File: src/rtl/e203_tcm_sram_ctrl.sv
// ICB-to-SRAM bridge for the E203 TCM with idle light-sleep control.
// Optional macro E203_TCM_SRAM_CTRL_RSP_HOLD_EN adds a read-data hold register for stalled responses.
module e203_tcm_sram_ctrl #(
  parameter int AW      = 16,
  parameter int DW      = 32,
  parameter int USR_W   = 1,
  parameter int LS_IDLE = 8,
  localparam int MW     = DW / 8,
  localparam int OW     = $clog2(MW)
) (
  input  logic             clk,
  input  logic             rst_n,
  input  logic             i_icb_cmd_valid,
  output logic             i_icb_cmd_ready,
  input  logic             i_icb_cmd_read,
  input  logic [AW-1:0]    i_icb_cmd_addr,
  input  logic [DW-1:0]    i_icb_cmd_wdata,
  input  logic [MW-1:0]    i_icb_cmd_wmask,
  input  logic [USR_W-1:0] i_icb_cmd_usr,
  output logic             i_icb_rsp_valid,
  input  logic             i_icb_rsp_ready,
  output logic [DW-1:0]    i_icb_rsp_rdata,
  output logic [USR_W-1:0] i_icb_rsp_usr,
  output logic             ram_cs,
  output logic             ram_we,
  output logic [AW-OW-1:0] ram_addr,
  output logic [MW-1:0]    ram_wem,
  output logic [DW-1:0]    ram_din,
  input  logic [DW-1:0]    ram_dout,
  output logic             ram_ls,
  output logic             ctrl_active
);

  typedef enum logic [1:0] {
    ACTIVE = 2'd0,
    SLEEP  = 2'd1,
    WAKE   = 2'd2
  } state_t;

  localparam logic [7:0] LS_M1 = 8'(LS_IDLE - 1);

  state_t           state;
  logic [7:0]       idle_cnt;
  logic             rsp_valid;
  logic             rd_flag;
  logic [USR_W-1:0] usr_r;
  logic             cmd_hsk;
  logic             unused_addr_lsb;

  assign unused_addr_lsb = ^i_icb_cmd_addr[OW-1:0];

  assign i_icb_cmd_ready = (state == ACTIVE)
                         & (~rsp_valid | i_icb_rsp_ready);
  assign cmd_hsk  = i_icb_cmd_valid & i_icb_cmd_ready;

  assign ram_cs   = cmd_hsk;
  assign ram_we   = ~i_icb_cmd_read;
  assign ram_addr = i_icb_cmd_addr[AW-1:OW];
  assign ram_wem  = i_icb_cmd_read ? '0 : i_icb_cmd_wmask;
  assign ram_din  = i_icb_cmd_wdata;

  assign i_icb_rsp_valid = rsp_valid;
  assign i_icb_rsp_usr   = usr_r;
  assign ram_ls          = (state != ACTIVE);
  assign ctrl_active     = rsp_valid | (state == WAKE);

  // Response slot: filled on command transfer, drained on acceptance
  always_ff @(posedge clk or negedge rst_n) begin
    if (!rst_n) begin
      rsp_valid <= 1'b0;
      rd_flag   <= 1'b0;
      usr_r     <= '0;
    end else if (cmd_hsk) begin
      rsp_valid <= 1'b1;
      rd_flag   <= i_icb_cmd_read;
      usr_r     <= i_icb_cmd_usr;
    end else if (i_icb_rsp_ready) begin
      rsp_valid <= 1'b0;
    end
  end

`ifdef E203_TCM_SRAM_CTRL_RSP_HOLD_EN
  logic          rsp_first;
  logic [DW-1:0] hold_q;

  // Capture SRAM output at the end of a first response cycle that stalls
  always_ff @(posedge clk or negedge rst_n) begin
    if (!rst_n) begin
      rsp_first <= 1'b0;
      hold_q    <= '0;
    end else begin
      rsp_first <= cmd_hsk;
      if (rsp_valid & rsp_first & ~i_icb_rsp_ready)
        hold_q <= ram_dout;
    end
  end

  assign i_icb_rsp_rdata = ~rd_flag   ? '0 :
                           rsp_first ? ram_dout : hold_q;
`else
  assign i_icb_rsp_rdata = rd_flag ? ram_dout : '0;
`endif

  // Power FSM with saturating idle counter
  always_ff @(posedge clk or negedge rst_n) begin
    if (!rst_n) begin
      state    <= ACTIVE;
      idle_cnt <= 8'd0;
    end else begin
      unique case (state)
        ACTIVE: begin
          if (i_icb_cmd_valid | rsp_valid) begin
            idle_cnt <= 8'd0;
          end else if (idle_cnt == LS_M1) begin
            idle_cnt <= 8'd0;
            state    <= SLEEP;
          end else if (idle_cnt != 8'hFF) begin
            idle_cnt <= idle_cnt + 8'd1;
          end
        end
        SLEEP: begin
          idle_cnt <= 8'd0;
          if (i_icb_cmd_valid)
            state <= WAKE;
        end
        WAKE: begin
          idle_cnt <= 8'd0;
          state    <= ACTIVE;
        end
        default: begin
          idle_cnt <= 8'd0;
          state    <= ACTIVE;
        end
      endcase
    end
  end

endmodule

File: config.mk
export PLATFORM = sky130hd
export DESIGN_NAME = e203_tcm_sram_ctrl
export DESIGN_NICKNAME = d
export VERILOG_FILES = /design/src/rtl/e203_tcm_sram_ctrl.sv
export SDC_FILE = /design/constraint.sdc
export NUM_CORES = 1
export LEC_CHECK = 0
export CORE_MARGIN = 1.5
export CORE_UTILIZATION = 26
export DETAILED_ROUTE_END_ITERATION = 10
export PLACE_DENSITY = 0.87
export SLEW_MARGIN = 10
export SYNTH_ARGS = -nofsm -noshare
export SYNTH_HDL_FRONTEND = slang
export SYNTH_SLANG_ARGS = --single-unit
File: constraint.sdc
create_clock -name clk -period 4.8 [get_ports clk]
set_input_delay 0.48 -clock clk [delete_from_list [all_inputs] [get_ports clk]]
set_output_delay 0.48 -clock clk [all_outputs]
set_load 0.01 [all_outputs]
==> impl_metrics.ini, run 1 <==
[critical_path]
arrival_ps = 1880
cp-end-kind = output port
cp_data_required_time_ps = 4320
rrSetupSlack_ps = 3030
cp_max_fo = 6
critical_path_class = register to output port
crit_path_start_kind = register

[global_route]
antenna_found_initial = 0
grt_pass1_vias = 969
grt_overflow_total = 0
grt_usage_pct = 11.5
grt_pass1_wl_um = 4650
grt_max_degree = 34

[synth]
yosys_warnings = 0
synth_area_um2 = 1250
synthSimpleGateAreaFrac_pct = 31.7
synthesis.nets = 240
yosysSeqAreaShare_pct = 26.1
ys_seq_elements = 13
synth_compound_area_share_pct = 6.31
synthAdderAreaFrac_pct = 1.00
synth_top_family_by_area = simple AND/OR/NAND/NOR gates
synthMuxAreaShare_pct = 2.71
syn_avg_cell_area_um2 = 8.38
synth_cell_types = 30
syn_inst = 149
synthXorXnorAreaFrac_pct = 2.81

[timing]
setup_violations = 0
rsz0062_at_grt = no
fmax_ghz = 0.423
timing.final.hold_violations = 0
period_share_pct = 49.2
drv_slew = 0
worstMarginPinSlew_ps = 693
setup_tns_ps = 0
max_slew_margin_pct = 53.8
holdWs_ps = 508
fin_crit_ps = 2360
clock_skew_ps = 2.77
final.setup.worst_slack_ps = 2440

[route]
routed_wl_um = 3250
dr.pass1.iters = 4
vias_per_cell = 4.40
via_count = 1065
dr.first_iter.drc_count = 12
drc_errors = 0
ant_nets = 0
wl_per_cell_um = 13.4

[pwr]
vdd_drop_max_mv = 0.141
p_leak_nw = 0.729
p_total_uw = 387
power_density_nw_per_um2 = 209

[placement]
dp_hpwl_um = 2740
post-place-ws_ps = 2440
placed_cell_area_um2 = 1800
place_congestion = 0.818
io_buffers = 84

[floorplanning]
chipHeight_um = 72.3
die_w_um = 72.3
num_rows = 25
start_util_pct = 26.8
core_area_um2 = 4660
ios = 179
die_area_um2 = 5230

[clocking]
cts_resized = 0
htree_levels = 1
cts_num_sinks = 13
clk_pin_slew_ps = 50
post-cts-setup-buffers = 0
cts_made_buffers = 3
cts.path.max_buffers = 2
hold_buffers = 0
cts_tree = yes
clkLatencyLatePin_ps = 240
root_buffer = clkbuf_8

[final_layout]
drive_above_1_share_pct = 6.38
nNetsFinal = 280
seq_area_um2 = 325
syn_to_final_growth_pct = 47.8
multiInputGateArea_um2 = 556
antenna-diode-count = 0
layout_common_cells = clkdlybuf4s50_1, and2_1, dfrtp_1
num-fill-cells = 473
final_common_cell = clkdlybuf4s50_1
final_area_um2 = 1850

[worst_hold_path]
hold_path.class = register to register

[status]
status = finished, final reports clean

[run]
drv_cap = 0
## worst paths after layout
kind,startpoint,to,cells after the start
setup / recovery,state[0]$_DFFE_PN0P_,ram_cs,5
hold / removal,i_icb_rsp_usr$_DFFE_PN0P_,i_icb_rsp_usr$_DFFE_PN0P_,1
setup reg to reg,idle_cnt[3]$_DFFE_PN0P_,idle_cnt[0]$_DFFE_PN0P_,4
hold reg to reg,i_icb_rsp_usr$_DFFE_PN0P_,i_icb_rsp_usr$_DFFE_PN0P_,1
max in group asynchronous,rst_n,idle_cnt[7]$_DFFE_PN0P_,1
min in group asynchronous,rst_n,idle_cnt[3]$_DFFE_PN0P_,1
## worst max-delay path, cell delays in order, from the launching register on
cell	delay (ps)
dfrtp_1	420
or2_2	320
nor2_1	140
nand2_1	140
inv_1	90
clkdlybuf4s50_1	530
## report_power, final
group	total, mW	switching (mW)	internal [mW]
clock	0.0966	0.0380	0.0586
combinational	0.164	0.0541	0.110
sequential	0.126	0.0117	0.114
total	0.387	0.104	0.283
## flip-flops by register name, summed over array words and instances (netlist names)
| signal | flops |
|---|---|
| i_icb_rsp_valid | 1 |
| i_icb_rsp_usr | 1 |
| idle_cnt | 8 |
| state | 2 |
| rd_flag | 1 |
## synthesized netlist by cell type, drive strengths merged
cell | n | area, um^2
nor3 | 2 | 15.0
and3 | 1 | 6.26
o21ai | 2 | 10.0
and2 | 34 | 213
nor2 | 7 | 28.8
nor2b | 6 | 37.5
or3 | 2 | 12.5
mux2 | 3 | 33.8
xor2 | 3 | 26.3
ha | 1 | 12.5
dfrtp | 13 | 325
or2 | 1 | 6.26
nand4 | 1 | 6.26
a21o | 1 | 7.51
inv | 3 | 11.3
nand2 | 5 | 18.8
buf | 46 | 345
o311ai | 1 | 8.76
a21oi | 3 | 15.0
nor4 | 2 | 12.5
o31ai | 2 | 28.8
clkbuf | 3 | 11.3
nand3 | 2 | 10.0
or4 | 2 | 22.5
nand2b | 1 | 6.26
xnor2 | 1 | 8.76
a22o | 1 | 8.76
## cells by family (layout without fill, tap and decap cells)
group           Yosys count  after routing
flops                    13             13
fa+ha+maj                 1              1
buf+inv                  52             91
xor+xnor                  4              4
compound gates           10             10
mux                       3              3
simple gates             66             66
## through the flow
stage                     cells  utilization [%]
after floorplan             149                -
after global placement      238             38.6
after detailed placement    238             38.6
after CTS                   242             39.6
after global routing        242             39.6
final                       242             39.6
## routing by layer
layer / track usage, % / part of all wire, % / routed length (um)
met2: 19.9 / 51 / 1670
met1: 12.7 / 36 / 1180
met4: 5.87 / 3.1 / 102
met3: 3.75 / 9.2 / 300
met5: 0 / 0 / 0
## final cells by class
class / count / area share [%]
flip-flops and latches: 13 / 17.6
repair buffers: 84 / 45.6
well taps: 54 / 3.66
inverters: 3 / 0.610
multi-input cells: 84 / 30.1
clock buffers: 4 / 2.44
No activity file was read; power rests on OpenSTA's default activity.
==> inputs of run 2 (changes only) <==
--- a/config.mk
+++ b/config.mk
@@ -6,9 +6,9 @@
 export NUM_CORES = 1
 export LEC_CHECK = 0
 export CORE_MARGIN = 1.5
-export CORE_UTILIZATION = 26
+export CORE_UTILIZATION = 24
 export DETAILED_ROUTE_END_ITERATION = 10
-export PLACE_DENSITY = 0.87
+export PLACE_DENSITY = 0.81
 export SLEW_MARGIN = 10
 export SYNTH_ARGS = -nofsm -noshare
 export SYNTH_HDL_FRONTEND = slang
==> constraint.sdc (replaced) <==
create_clock -name clk -period 2.35 [get_ports clk]
set_input_delay 0.235 -clock clk [delete_from_list [all_inputs] [get_ports clk]]
set_output_delay 0.235 -clock clk [all_outputs]
set_load 0.01 [all_outputs]
==> impl_metrics.ini, run 2 (synthesis gave the netlist of run 1 again) <==
[final_layout]
largest_registers = idle_cnt (8), state (2)
final_cells = 258
largest_reg_flops = 8
drive_above_1_share_pct = 6.38
final_common_cell = clkdlybuf4s50_1
top_register = idle_cnt
layout_common_cells = clkdlybuf4s50_1, and2_1, dfrtp_1
utilization_pct = 36.8
syn_to_final_growth_pct = 49.4
antenna-diode-count = 0
nNetsFinal = 280

[timing]
timing.final.hold_violations = 0
worstMarginPinSlew_ps = 706
fmax_ghz = 0.460
holdWs_ps = 355
fin_crit_ps = 2170
clock_skew_ps = 1.90
drv_slew = 0
setup_tns_ps = 0
rsz0062_at_grt = no
setup_violations = 0
final.setup.worst_slack_ps = 176
max_slew_margin_pct = 52.9
period_share_pct = 92.5

[critical_path]
crit_path_start_kind = register
cp_max_fo = 6
critical_path_class = register to output port
cp_data_required_time_ps = 2120
arrival_ps = 1940
cp-end-kind = output port

[floorplanning]
die_area_um2 = 5640
chipHeight_um = 75.1
num_rows = 26
start_util_pct = 24.6
die_w_um = 75.1
ios = 179
core_area_um2 = 5070

[route]
wl_per_cell_um = 12.5
dr.first_iter.drc_count = 12
via_count = 1077
routed_wl_um = 3220
drc_errors = 0
vias_per_cell = 4.17
dr.pass1.iters = 4
ant_nets = 0

[placement]
dp_hpwl_um = 2610
io_buffers = 84
post-place-ws_ps = 339
place_congestion = 0.808
placedCellCount = 254

[worst_hold_path]
hold_path.class = primary input to async pin

[clocking]
clk_pin_slew_ps = 50
cts_made_buffers = 3
cts.path.max_buffers = 2
cts_resized = 0
root_buffer = clkbuf_8
cts_tree = yes
htree_levels = 1
cts_num_sinks = 13
hold_buffers = 0
post-cts-setup-buffers = 0
clkLatencyLatePin_ps = 240

[global_route]
grt_max_degree = 34
grt_pass1_vias = 907
grt_overflow_total = 0
grt_pass1_wl_um = 4140
grt_usage_pct = 9.92
antenna_found_initial = 0

[run]
drv_cap = 0

[status]
status = finished, final reports clean

[pwr]
p_leak_nw = 0.729
vdd_drop_max_mv = 0.253
power_density_nw_per_um2 = 423
-- run 2: cell counts in the layout (fill, tap and decap cells not counted) --
No cell type changed its count.
-- run 2: report_power, final --
group	internal [mW]	leakage, nW	switching [mW]
clock network	0.120	0.0228	0.0785
registers	0.234	0.174	0.0244
logic	0.224	0.533	0.109
total	0.578	0.729	0.212
-- run 2: routing by layer --
metal | share of wire, % | up-vias | GRT usage, %
met5 | 0 | - | 0
met4 | 3.4 | 0 | 6.35
met3 | 10 | 12 | 5.76
met2 | 48 | 58 | 15.1
met1 | 38 | 494 | 10.5
li1 | - | 513 | -
-- run 2: layout make-up --
class                           count  area, um^2
Clock buffer                        4        45.0
Fill cell                         528        3210
Inverter                            3        11.3
Multi-Input combinational cell     84         556
Sequential cell                    13         325
Tap cell                           70        87.6
Timing Repair Buffer               84         841
-- run 2: stage by stage --
step                area, um^2  power (mW)
floorplan                 1250       0.451
global placement          1820       0.595
detailed placement        1820       0.601
CTS                       1870       0.802
global route              1870       0.841
finish                    1870       0.789
-- run 2: critical path, cell delays in order, from the launching register on --
cell,delay [ps]
dfrtp_1,420
or2_2,320
nor2_1,150
nand2_1,160
inv_1,90
clkdlybuf4s50_1,550
-- run 2: final timing paths --
kind	start	end	slack, ps	cells after the start
max	state[0]$_DFFE_PN0P_	ram_cs	180	5
min	rst_n	rd_flag$_DFFE_PN0P_	350	1
max reg2reg	idle_cnt[3]$_DFFE_PN0P_	idle_cnt[0]$_DFFE_PN0P_	580	4
min reg2reg	i_icb_rsp_usr$_DFFE_PN0P_	i_icb_rsp_usr$_DFFE_PN0P_	510	1
max in group asynchronous	rst_n	idle_cnt[3]$_DFFE_PN0P_	1630	1
min in group clk	i_icb_cmd_wdata[28]	ram_din[28]	470	0
